==> src/rtl/fsm10_stim_seq_if.sv <==
// Command push channel into the fsm10 stimulus sequencer.
// The bench or software drives the master side; the sequencer FIFO is the slave side.
interface fsm10_stim_seq_if #(
  parameter int CNT_W = 8
) ();
  logic             cmd_valid;
  logic             cmd_ready;
  logic [1:0]       cmd_op;
  logic [CNT_W-1:0] cmd_len;

  modport master (output cmd_valid, output cmd_op, output cmd_len, input cmd_ready);
  modport slave  (input cmd_valid, input cmd_op, input cmd_len, output cmd_ready);
endinterface

==> src/rtl/fsm10_stim_seq.sv <==
// Replays queued (op,len) commands as registered go/jmp patterns for fsm10; first drive 2 edges after push.
// cmd_ready is !full and never depends on a same-cycle pop; FSM10_SEQ_ABORT_EN adds a synchronous flush.
module fsm10_stim_seq #(
  parameter int DEPTH = 4,
  parameter int CNT_W = 8
) (
  input  logic                   clk,
  input  logic                   rst,
`ifdef FSM10_SEQ_ABORT_EN
  input  logic                   abort,
`endif
  fsm10_stim_seq_if.slave        cmd,
  output logic                   go,
  output logic                   jmp,
  output logic                   busy,
  output logic                   done,
  output logic [$clog2(DEPTH):0] fifo_count
);

  localparam int AW = $clog2(DEPTH);
  localparam int CW = AW + 1;

  localparam logic [1:0] OP_HOLD  = 2'b00;
  localparam logic [1:0] OP_STEP  = 2'b01;
  localparam logic [1:0] OP_GOJMP = 2'b10;
  localparam logic [1:0] OP_JMP   = 2'b11;

  typedef enum logic {ST_IDLE, ST_DRIVE} state_e;

  logic [CNT_W+1:0] mem_q [DEPTH];
  logic [AW-1:0]    wr_ptr_q, wr_ptr_d, rd_ptr_q, rd_ptr_d;
  logic [CW-1:0]    count_q, count_d;
  state_e           state_q, state_d;
  logic [1:0]       op_q, op_d;
  logic [CNT_W-1:0] cnt_q, cnt_d;
  logic             go_q, go_d, jmp_q, jmp_d, busy_q, busy_d, done_q, done_d;

  logic             full, empty, push, pop, flush;
  logic [CNT_W+1:0] head;
  logic [1:0]       head_op;
  logic [CNT_W-1:0] head_len;

`ifdef FSM10_SEQ_ABORT_EN
  assign flush = abort;
`else
  assign flush = 1'b0;
`endif

  assign full          = (count_q == CW'(DEPTH));
  assign empty         = (count_q == '0);
  assign cmd.cmd_ready = !full && !flush;
  assign push          = cmd.cmd_valid && cmd.cmd_ready;
  assign head          = mem_q[rd_ptr_q];
  assign head_op       = head[CNT_W+1:CNT_W];
  assign head_len      = head[CNT_W-1:0];

  // {go,jmp} for one drive cycle; only STEP distinguishes its first cycle.
  function automatic logic [1:0] drive_f(input logic [1:0] op, input logic first);
    logic [1:0] gj;
    gj = 2'b00;
    case (op)
      OP_HOLD:  gj = 2'b00;
      OP_STEP:  gj = {first, 1'b0};
      OP_GOJMP: gj = 2'b11;
      OP_JMP:   gj = 2'b01;
      default:  gj = 2'b00;
    endcase
    return gj;
  endfunction

  always_comb begin
    state_d = state_q;
    op_d    = op_q;
    cnt_d   = cnt_q;
    go_d    = 1'b0;
    jmp_d   = 1'b0;
    busy_d  = 1'b0;
    done_d  = 1'b0;
    pop     = 1'b0;
    case (state_q)
      ST_IDLE: begin
        pop = !empty;
      end
      ST_DRIVE: begin
        if (cnt_q == '0) begin
          done_d = 1'b1;
          pop    = !empty;
          if (empty) begin
            state_d = ST_IDLE;
          end
        end else begin
          cnt_d         = cnt_q - CNT_W'(1);
          {go_d, jmp_d} = drive_f(op_q, 1'b0);
          busy_d        = 1'b1;
        end
      end
      default: state_d = ST_IDLE;
    endcase
    // A pop loads the head so its first drive cycle follows with no bubble.
    if (pop) begin
      state_d       = ST_DRIVE;
      op_d          = head_op;
      cnt_d         = head_len;
      {go_d, jmp_d} = drive_f(head_op, 1'b1);
      busy_d        = 1'b1;
    end
    if (flush) begin
      pop     = 1'b0;
      state_d = ST_IDLE;
      go_d    = 1'b0;
      jmp_d   = 1'b0;
      busy_d  = 1'b0;
      done_d  = 1'b0;
    end
  end

  always_comb begin
    wr_ptr_d = wr_ptr_q;
    rd_ptr_d = rd_ptr_q;
    count_d  = count_q;
    if (push) begin
      wr_ptr_d = wr_ptr_q + AW'(1);
    end
    if (pop) begin
      rd_ptr_d = rd_ptr_q + AW'(1);
    end
    if (push && !pop) begin
      count_d = count_q + CW'(1);
    end else if (pop && !push) begin
      count_d = count_q - CW'(1);
    end
    if (flush) begin
      wr_ptr_d = '0;
      rd_ptr_d = '0;
      count_d  = '0;
    end
  end

  always_ff @(posedge clk) begin
    if (push) begin
      mem_q[wr_ptr_q] <= {cmd.cmd_op, cmd.cmd_len};
    end
  end

  always_ff @(posedge clk or posedge rst) begin
    if (rst) begin
      wr_ptr_q <= '0;
      rd_ptr_q <= '0;
      count_q  <= '0;
      state_q  <= ST_IDLE;
      op_q     <= OP_HOLD;
      cnt_q    <= '0;
      go_q     <= 1'b0;
      jmp_q    <= 1'b0;
      busy_q   <= 1'b0;
      done_q   <= 1'b0;
    end else begin
      wr_ptr_q <= wr_ptr_d;
      rd_ptr_q <= rd_ptr_d;
      count_q  <= count_d;
      state_q  <= state_d;
      op_q     <= op_d;
      cnt_q    <= cnt_d;
      go_q     <= go_d;
      jmp_q    <= jmp_d;
      busy_q   <= busy_d;
      done_q   <= done_d;
    end
  end

  assign go         = go_q;
  assign jmp        = jmp_q;
  assign busy       = busy_q;
  assign done       = done_q;
  assign fifo_count = count_q;

endmodule

==> src/flat_wrapper.sv <==
// flat-port wrapper written by rule: the top's interface ports become plain ports
module fsm10_stim_seq_flat 
#(
  parameter int DEPTH = 4,
  parameter int CNT_W = 8
)
  (clk, rst, go, jmp, busy, done, fifo_count, cmd_cmd_valid, cmd_cmd_op, cmd_cmd_len, cmd_cmd_ready);
  fsm10_stim_seq_if #(.CNT_W(CNT_W)) cmd_i ();
  input  logic clk;
  input  logic rst;
  output logic go;
  output logic jmp;
  output logic busy;
  output logic done;
  output logic [$clog2(DEPTH):0] fifo_count;
  input wire logic [$bits(cmd_i.cmd_valid)-1:0] cmd_cmd_valid;
  input wire logic [$bits(cmd_i.cmd_op)-1:0] cmd_cmd_op;
  input wire logic [$bits(cmd_i.cmd_len)-1:0] cmd_cmd_len;
  output wire logic [$bits(cmd_i.cmd_ready)-1:0] cmd_cmd_ready;
  assign cmd_i.cmd_valid = cmd_cmd_valid;
  assign cmd_i.cmd_op = cmd_cmd_op;
  assign cmd_i.cmd_len = cmd_cmd_len;
  assign cmd_cmd_ready = cmd_i.cmd_ready;
  fsm10_stim_seq #(.DEPTH(DEPTH), .CNT_W(CNT_W)) u_core (.clk(clk), .rst(rst), .cmd(cmd_i), .go(go), .jmp(jmp), .busy(busy), .done(done), .fifo_count(fifo_count));
endmodule
==> config.mk <==
export PLATFORM = sky130hd
export DESIGN_NAME = fsm10_stim_seq_flat
export DESIGN_NICKNAME = d
export VERILOG_FILES = /design/src/rtl/fsm10_stim_seq_if.sv /design/src/rtl/fsm10_stim_seq.sv /design/src/flat_wrapper.sv
export SDC_FILE = /design/constraint.sdc
export NUM_CORES = 1
export LEC_CHECK = 0
export CAP_MARGIN = 0
export CORE_MARGIN = 2
export CORE_UTILIZATION = 30
export CTS_CLUSTER_DIAMETER = 30
export DETAILED_ROUTE_END_ITERATION = 12
export GPL_ROUTABILITY_DRIVEN = 0
export PLACE_DENSITY = 0.45
export SKIP_LAST_GASP = 1
export SYNTH_ARGS = -nofsm -noshare
export SYNTH_HDL_FRONTEND = slang
export SYNTH_SLANG_ARGS = --single-unit
==> constraint.sdc <==
create_clock -name clk -period 2.58 [get_ports clk]
set_clock_uncertainty 0.1 [all_clocks]
set_input_delay 0.516 -clock clk [delete_from_list [all_inputs] [get_ports clk]]
set_output_delay 0.516 -clock clk [all_outputs]
set_load 0.03 [all_outputs]
==> impl_metrics.csv, run 1 <==
group,metric,value,unit
worst_setup_path,crit_type,"reg -> reg",
logic_synthesis,syn_inst,170,
placement,post-place-ws,60.5,ps
routing,vias_per_cell,4.89,
logic_synthesis,syn-num-nets,193,
layout,drive_above_1_share,0.184,
sta,rsz0062_at_grt,"no",
placement,dp.final_hpwl,3550,um
floorplan,die_h,98.6,um
worst_setup_path,critPathLaunchType,"register",
worst_setup_path,worstPathRequired,2690,ps
sta,slew_headroom,0.606,
routing,drcViolationCount,0,
sta,worstMarginPinSlew,592,ps
global_route,grt-ovfl-total,0,
floorplan,die-area,9720,um2
global_route,grt_usage,0.116,
run,drv_cap,0,
sta,layout_min_cycle_time,2490,ps
power_and_ir_drop,cellLeakagePower,1.18,nW
routing,wirelength,5180,um
clocking,cts_resized,0,
logic_synthesis,yosys_warnings,0,
logic_synthesis,ys_seq_elements,62,
outcome,status,"complete, no violations",
logic_synthesis,synth_edf_count,40,
clocking,clk_latency,340,ps
placement,port_buffers,20,
logic_synthesis,synth_ff_type,"edfxtp_1",
clocking,cts_tree,"done",
hold_path,min_path_type,"reg -> reg",
worst_setup_path,endpoint_kind,"register",
sta,finalSetupViolCount,0,
routing,drt_iter0_drc,99,
power_and_ir_drop,irDropWorstVdd,394,uV
routing,firstDrtPassIters,4,
global_route,grt_max_degree,23,
sta,finalWorstSetupSlack,87.5,ps
logic_synthesis,synthArstFlopShare,0.355,
clocking,numCtsBuffers,9,
placement,postPlaceCellArea,3030,um2
sta,fmax,401,MHz
layout,fin_nets,224,
layout,antenna_cells,0,
worst_setup_path,cp.arrival,2610,ps
worst_setup_path,critPathMaxStageDelay,580,ps
layout,final_area,3190,um2
sta,hold-worst-slack,401,ps
floorplan,coreArea,8680,um2
clocking,cts-root-buf,"clkbuf_8",
worst_setup_path,crit_chain,"or4_4 -> o31ai_4 -> nand2_4 -> ha_1 -> inv_1 -> fa_1 -> mux2_2",
logic_synthesis,yosys.area.top_type_share,0.448,
sta,hold_viol_final,0,
worst_setup_path,crit_path_top_delay_cell,"or4_4",
global_route,antenna_found_initial,0,
logic_synthesis,yosys.area.top_type,"edfxtp_1",
logic_synthesis,syn_avg_cell_area,15.8,um2
routing,vias,1536,
floorplan,start_util,0.309,
floorplan,fp.dieW,98.6,um
logic_synthesis,synth_area,2680,um2
routing,ant_nets,0,
power_and_ir_drop,powerDensity,1020,nW/um2
logic_synthesis,synthTopCellsByArea,"edfxtp_1 (45%), dfrtp_1 (21%), mux4_2 (8.4%), ha_1 (4.2%), inv_1 (1.4%)",
sta,fin_crit_sh,0.966,
worst_setup_path,crit_family,"simple AND/OR/NAND/NOR gates",
routing,post_drt_wl_per_cell,16.5,um
sta,slew_violations,0,
clocking,htree_levels,3,
worst_setup_path,cp_num_buf_inv,1,
global_route,grt_pass1_vias,1585,
logic_synthesis,synth_cell_type_count,42,
logic_synthesis,ys_seq_area_frac,0.653,
floorplan,row_count,34,
clocking,path_clk_slew,70,ps
clocking,clock-sinks,62,
clocking,cts_setup_buffers,0,
global_route,grt_pass1_wl,8600,um
layout,syn_to_final_growth,19.0,%
floorplan,ioPinCount,21,
worst_setup_path,worst-path-max-fanout,4,
sta,tns,0,ps
clocking,clockBufferDepth,2,
==> state kept, by name (all words and copies together), names as in the netlist <==
signal	flops
u_core.state_q	1
u_core.rd_ptr_q	2
u_core.busy	1
u_core.mem_q	40
u_core.cnt_q	8
u_core.jmp	1
u_core.op_q	2
u_core.fifo_count	3
u_core.wr_ptr_q	2
u_core.go	1
u_core.done	1
==> worst paths after layout <==
path,slack (ps),depth (start not counted),to,from
max in group asynchronous,1720,3,u_core.state_q,rst
min in group asynchronous,430,3,u_core.op_q[1],rst
worst max-delay path,90,7,u_core.fifo_count[1],u_core.cnt_q[4]
worst min-delay path,400,2,u_core.op_q[0],u_core.op_q[0]
worst max register to register,90,7,u_core.fifo_count[1],u_core.cnt_q[4]
worst min register to register,400,2,u_core.op_q[0],u_core.op_q[0]
==> layout by cell type, fill, tap and decap left out, drive strengths merged, types with 2 or more instances in the layout <==
master,count
a21oi,2
and3,5
buf,7
clkbuf,10
clkdlybuf4s50,20
clkinv,3
clkinvlp,2
dfrtp,22
edfxtp,40
ha,9
inv,11
mux2,4
mux2i,2
mux4,10
nand2,10
nand3,6
nand4,2
nor2,6
nor3,5
o21ai,3
o221a,2
o31ai,4
or4,2
xnor2,4
xor2,2
==> through the flow <==
step / total power, mW / instances / util
global route: 3.47 / 314 / 0.368
finish: 3.24 / 314 / 0.368
global placement: 2.49 / 298 / 0.349
floorplan: 2.19 / 170 / -
detailed placement: 2.55 / 298 / 0.349
CTS: 3.29 / 314 / 0.368
==> layout make-up <==
type	instances	area (um2)
Clock inverter	6	37.5
Fill cell	850	5490
Timing Repair Buffer	27	253
Sequential cell	62	1750
Multi-Input combinational cell	91	851
Clock buffer	10	128
Tap cell	108	135
Inverter	10	37.5
==> cell usage after synthesis, drive strengths merged (2+ instances only) <==
cell type  number
a21oi           2
mux2i           2
nand4           2
and3            5
mux4           10
dfrtp          22
nor2            6
edfxtp         40
nand2          10
xnor2           4
or4             2
nor3            5
o31ai           4
o221a           2
clkbuf          4
nand3           6
o21ai           3
mux2            4
inv            10
xor2            2
buf             3
ha              9
==> logic make-up (layout without fill, tap and decap cells) <==
group | after synthesis | count (layout) | synth area share
xor gates and xnor gates | 6 | 6 | 0.0196
muxes | 16 | 16 | 0.110
AOI/OAI and AO/OA | 17 | 17 | 0.0541
and+or+nand+nor | 42 | 42 | 0.0844
adders and majority gates | 10 | 10 | 0.0494
DFF | 62 | 62 | 0.653
buffers and inverters | 17 | 53 | 0.0303
==> worst register-to-register path: stages, from the launching register on <==
cell	delay [ps]
dfrtp_1	410
or4_4	580
o31ai_4	250
nand2_4	70
ha_1	210
inv_1	70
fa_1	410
mux2_2	270
==> repair_timing <==
action,CTS,global route
hold endpoints to repair,0,0
setup endpoints to repair,0,1
hold buffers,0,0
==> power by group <==
group | leakage, nW | internal, mW | switching [mW]
registers | 0.617 | 1.33 | 0.199
clock network | 0.0801 | 0.345 | 0.387
logic | 0.485 | 0.456 | 0.527
total | 1.18 | 2.13 | 1.11
==> per-layer routing <==
metal	routed length [um]	vias up	GRT usage
met2	2630	39	0.190
met5	0	-	0
li1	-	708	-
met3	187	10	0.0241
met1	2250	779	0.149
met4	111	0	0.0537
(Power assumes the default switching activity.)
==> run 2, diff against run 1 <==
--- a/config.mk
+++ b/config.mk
@@ -11,7 +11,6 @@
 export CTS_CLUSTER_DIAMETER = 30
 export DETAILED_ROUTE_END_ITERATION = 12
 export GPL_ROUTABILITY_DRIVEN = 0
-export PLACE_DENSITY = 0.45
 export SKIP_LAST_GASP = 1
 export SYNTH_ARGS = -nofsm -noshare
 export SYNTH_HDL_FRONTEND = slang
==> run 2 against run 1 <==
Against the previous run:
- utilization is 0.99 points higher
- total power is 6.4% higher
- global-route usage is 0.90 points lower
- cell area is 2.7% higher
- sequential share of layout area is 1.4 points lower
- cell count is 1.3% higher
- maximum frequency hardly changed
- count of clock-buffer cells in the layout stayed put
- critical path type unchanged
- critical endpoint unchanged
==> impl_metrics.csv, run 2 (synthesized netlist as in run 1, its figures left out) <==
group,metric,value,unit
outcome,status,"complete, no violations",
placement,port_buffers,20,
floorplan,start_util,0.309,
routing,wirelength,4810,um
worst_setup_path,r2r_slack,90,ps
sta,fmax,401,MHz
sta,tns,0,ps
floorplan,coreArea,8680,um2
layout,drive_above_1_share,0.205,
worst_setup_path,endpoint_kind,"register",
hold_path,min_path_type,"in -> async",
sta,slew_violations,0,
clocking,cts_tree,"done",
sta,rsz0062_at_grt,"no",
worst_setup_path,critPathLaunchType,"register",
layout,layout_common_cells,"edfxtp_1 (40), dfrtp_1 (22), clkdlybuf4s50_1 (20)",
clocking,clk_latency,340,ps
global_route,grt-ovfl-total,0,
routing,ant_nets,0,
floorplan,fp.dieW,98.6,um
layout,largest_reg_flops,40,
worst_setup_path,reg2regPathDepth,7,
global_route,grt_max_degree,23,
layout,final_util,0.378,
power_and_ir_drop,powerDensity,1050,nW/um2
layout,antenna_cells,0,
global_route,antenna_found_initial,0,
worst_setup_path,crit_type,"reg -> reg",
clocking,ctsHoldBuffers,0,
power_and_ir_drop,cellLeakagePower,1.23,nW
layout,n_fill_cell,853,
sta,fin_crit_sh,0.966,
routing,vias,1519,
routing,post_drt_wl_per_cell,15.1,um
layout,syn_to_final_growth,22.2,%
power_and_ir_drop,irDropWorstVdd,292,uV
floorplan,die-area,9720,um2
clocking,clockBufferDepth,2,
global_route,grt_pass1_wl,7850,um
sta,finalWorstSetupSlack,87.4,ps
run,drv_cap,0,
clocking,numCtsBuffers,9,
layout,multi_input_area,851,um2
floorplan,row_count,34,
clocking,clock-sinks,62,
global_route,grt_usage,0.107,
floorplan,die_h,98.6,um
worst_setup_path,worst-path-max-fanout,5,
clocking,cts_resized,0,
sta,layout_min_cycle_time,2490,ps
routing,firstDrtPassIters,4,
sta,worstMarginPinSlew,526,ps
clocking,htree_levels,3,
layout,top_register,"u_core.mem_q",
layout,final_common_cell,"edfxtp_1",
sta,hold_viol_final,0,
routing,drcViolationCount,0,
worst_setup_path,worstPathRequired,2710,ps
clocking,cts-root-buf,"clkbuf_8",
routing,drt_iter0_drc,121,
global_route,grt_pass1_vias,1536,
clocking,cts_setup_buffers,0,
clocking,path_clk_slew,70,ps
sta,finalSetupViolCount,0,
layout,fin_nets,228,
floorplan,ioPinCount,21,
sta,slew_headroom,0.649,
worst_setup_path,cp.arrival,2620,ps
placement,dp.final_hpwl,3160,um
routing,vias_per_cell,4.78,
placement,post-place-ws,79.9,ps
layout,seq_area,1750,um2
==> run 2: cell types whose count changed in the layout (fill, tap and decap cells not counted) <==
cell,change
clkinvlp_4,-1
clkinv_1,-1
buf_4,+4
bufinv_16,+2
clkinv_4,+2
clkinv_2,-2
==> run 2: area by class of cell <==
type,count,area share
multi-input cells,91,0.259
clock buffers,10,0.0389
flip-flops and latches,62,0.534
inverters,10,0.0114
clock inverters,6,0.0286
well taps,108,0.0412
repair buffers,31,0.0862
==> run 2: where the power goes <==
group          internal [mW]  total (mW)  switching [mW]
clock                  0.550       0.947           0.396
combinational          0.473       0.962           0.489
sequential              1.33        1.54           0.215
==> run 2: final timing paths <==
check                                startpoint              endpoint
worst min-delay path                        rst           u_core.busy
worst min register to register   u_core.op_q[0]        u_core.op_q[0]
min in group clk                 u_core.op_q[0]        u_core.op_q[0]
max in group asynchronous                   rst            u_core.jmp
worst max register to register  u_core.cnt_q[3]  u_core.fifo_count[1]
worst max-delay path            u_core.cnt_q[3]  u_core.fifo_count[1]
==> run 2: through the flow <==
stage                     std cells  hold WS (ps)  power, mW  cell area [um2]
after floorplan                 170           364       2.19             2680
final                           318           407       3.45             3280
after detailed placement        302           397       2.54             3060
after global placement          302           388       2.52             3060
after global routing            318           456       3.65             3280
after CTS                       318           413       3.50             3280
==> run 2: worst max-delay path, cell delays in order (launching register included) <==
cell,delay [ps]
dfrtp_1,420
or4_4,570
o31ai_4,290
nand2_4,70
ha_1,200
inv_1,70
fa_1,390
mux2_2,270
==> run 2: layer usage <==
layer  vias to the layer above  global-route usage  share of wire
li1                        714                   -              -
met1                       757               0.147           0.48
met2                        36               0.154           0.45
met3                        12              0.0348          0.042
met4                         0              0.0537          0.025
met5                         -                   0              0
==> run 3, diff against run 2 <==
--- a/config.mk
+++ b/config.mk
@@ -9,8 +9,10 @@
 export CORE_MARGIN = 2
 export CORE_UTILIZATION = 30
 export CTS_CLUSTER_DIAMETER = 30
+export CTS_CLUSTER_SIZE = 8
 export DETAILED_ROUTE_END_ITERATION = 12
 export GPL_ROUTABILITY_DRIVEN = 0
+export GPL_TIMING_DRIVEN = 0
 export SKIP_LAST_GASP = 1
 export SYNTH_ARGS = -nofsm -noshare
 export SYNTH_HDL_FRONTEND = slang
==> run 3 against run 2 <==
Against the previous run:
- critical path depth grew 1
- sequential share of layout area is 0.94 points lower
- setup slack worse by 28 ps
- combinational power rose by 5%
- maximum frequency fell by 1.1%
- highest routed layer unchanged
==> impl_metrics.csv, run 3 (synthesized netlist as in run 1, its figures left out) <==
group,metric,value,unit
outcome,status,"complete, no violations",
placement,postPlaceCellArea,3020,um2
layout,syn_to_final_growth,24.4,%
clocking,numCtsBuffers,9,
floorplan,die_h,98.6,um
placement,port_buffers,20,
routing,vias_per_cell,4.71,
worst_setup_path,crit_path_end,"u_core.fifo_count[1]",
floorplan,ioPinCount,21,
clocking,cts_tree,"done",
sta,slew_headroom,0.417,
floorplan,start_util,0.309,
layout,drive_above_1_share,0.199,
global_route,grt_pass1_vias,1595,
sta,hold_viol_final,0,
global_route,grt_busiest_layer,"met2",
hold_path,min_path_type,"reg -> reg",
worst_setup_path,reg2reg_from,"u_core.cnt_q[4]",
clocking,ctsHoldBuffers,0,
sta,layout_min_cycle_time,2520,ps
global_route,met3_usage,0.0390,
global_route,gr-usage-met1,0.139,
global_route,use_met2,0.170,
layout,largest_reg_flops,40,
sta,worstMarginPinSlew,873,ps
layout,top_register,"u_core.mem_q",
worst_setup_path,rr_endpoint,"u_core.fifo_count[1]",
layout,n_fill_cell,835,
global_route,antenna_found_initial,0,
run,drv_cap,0,
clocking,clock-sinks,62,
global_route,grt_pass1_wl,8040,um
layout,final_common_cell,"edfxtp_1",
power_and_ir_drop,powerDensity,1080,nW/um2
routing,firstDrtPassIters,4,
worst_setup_path,crit_type,"reg -> reg",
floorplan,coreArea,8680,um2
placement,dp.final_hpwl,3120,um
sta,slew_violations,0,
layout,layout_common_cells,"edfxtp_1 (40), dfrtp_1 (22), clkdlybuf4s50_1 (20)",
sta,rsz0062_at_grt,"yes",
routing,drcViolationCount,0,
layout,layout.cells.non_filler,319,
clocking,clockBufferDepth,2,
layout,antenna_cells,0,
worst_setup_path,endpoint_kind,"register",
floorplan,die-area,9720,um2
layout,seq_area,1750,um2
floorplan,row_count,34,
worst_setup_path,reg2regPathDepth,8,
routing,post_drt_wl_per_cell,15.0,um
sta,fin_crit_sh,0.977,
layout,multi_input_area,872,um2
global_route,grt_max_degree,23,
power_and_ir_drop,cellLeakagePower,1.24,nW
worst_setup_path,cp.arrival,2650,ps
routing,ant_nets,0,
sta,fmax,397,MHz
global_route,grt_usage,0.109,
clocking,path_clk_slew,70,ps
clocking,htree_levels,3,
layout,fin_nets,229,
global_route,grt-ovfl-total,0,
routing,vias,1503,
layout,final_area,3340,um2
worst_setup_path,critPathLaunchType,"register",
worst_setup_path,worstPathRequired,2710,ps
worst_setup_path,r2r_slack,60,ps
clocking,clk_latency,340,ps
floorplan,fp.dieW,98.6,um
power_and_ir_drop,irDropWorstVdd,332,uV
sta,finalSetupViolCount,0,
routing,drt_iter0_drc,61,
worst_setup_path,worst-path-max-fanout,4,
placement,place_inst,298,
worst_setup_path,crit_start,"u_core.cnt_q[4]",
clocking,cts-root-buf,"clkbuf_8",
routing,wirelength,4790,um
## run 3: worst max-delay path, stage by stage (launching register included)
cell     delay (ps)
dfrtp_1         390
or4_4           580
o31ai_4         270
buf_6           160
nand2_8          50
ha_4            160
inv_2            50
fa_1            400
mux2_2          260
## run 3: routing by layer
| metal | vias up | part of all wire |
|---|---|---|
| li1 | 726 | - |
| met1 | 733 | 0.44 |
| met2 | 36 | 0.49 |
| met3 | 8 | 0.049 |
| met4 | 0 | 0.017 |
| met5 | - | 0 |
## run 3: cell type report
| type | instances | area share |
|---|---|---|
| clock inverter | 6 | 0.0397 |
| tap | 108 | 0.0405 |
| sequential | 62 | 0.525 |
| multi-input combinational | 91 | 0.261 |
| buffer | 7 | 0.0131 |
| inverter | 10 | 0.0112 |
| timing repair buffer | 25 | 0.0712 |
| clock buffer | 10 | 0.0382 |
## run 3: repair_timing
item	CTS	global route
buffers inserted	2	3
gates resized for setup	1	3
pin swaps	2	3
endpoints found under the setup margin	1	2
## run 3: per-stage QoR
step | setup WS [ps] | TNS [ps] | util | hold slack (ps) | power (mW)
after CTS | 15.3 | 0 | 0.380 | 410 | 3.63
after global routing | -37.4 | -37.4 | 0.385 | 463 | 3.83
final | 59.0 | 0 | 0.385 | 408 | 3.62
after detailed placement | -134 | -134 | 0.348 | 394 | 2.50
after global placement | -134 | -134 | 0.348 | 388 | 2.48
after floorplan | 12.6 | 0 | - | 364 | 2.19
## run 3: how the worst min path moves through the flow
stage / start / end / slack, ps / depth (start not counted)
floorplan: u_core.op_q[0] / u_core.op_q[0] / 360 / 2
global placement: u_core.op_q[0] / u_core.op_q[0] / 390 / 2
detailed placement: u_core.op_q[0] / u_core.op_q[0] / 390 / 2
CTS: u_core.op_q[0] / u_core.op_q[0] / 410 / 2
global route: u_core.op_q[0] / u_core.op_q[0] / 460 / 2
finish: u_core.op_q[0] / u_core.op_q[0] / 410 / 2
## run 3: power by group
| part | switching (mW) | internal [mW] |
|---|---|---|
| Sequential | 0.168 | 1.33 |
| Clock | 0.368 | 0.740 |
| Combinational | 0.541 | 0.466 |
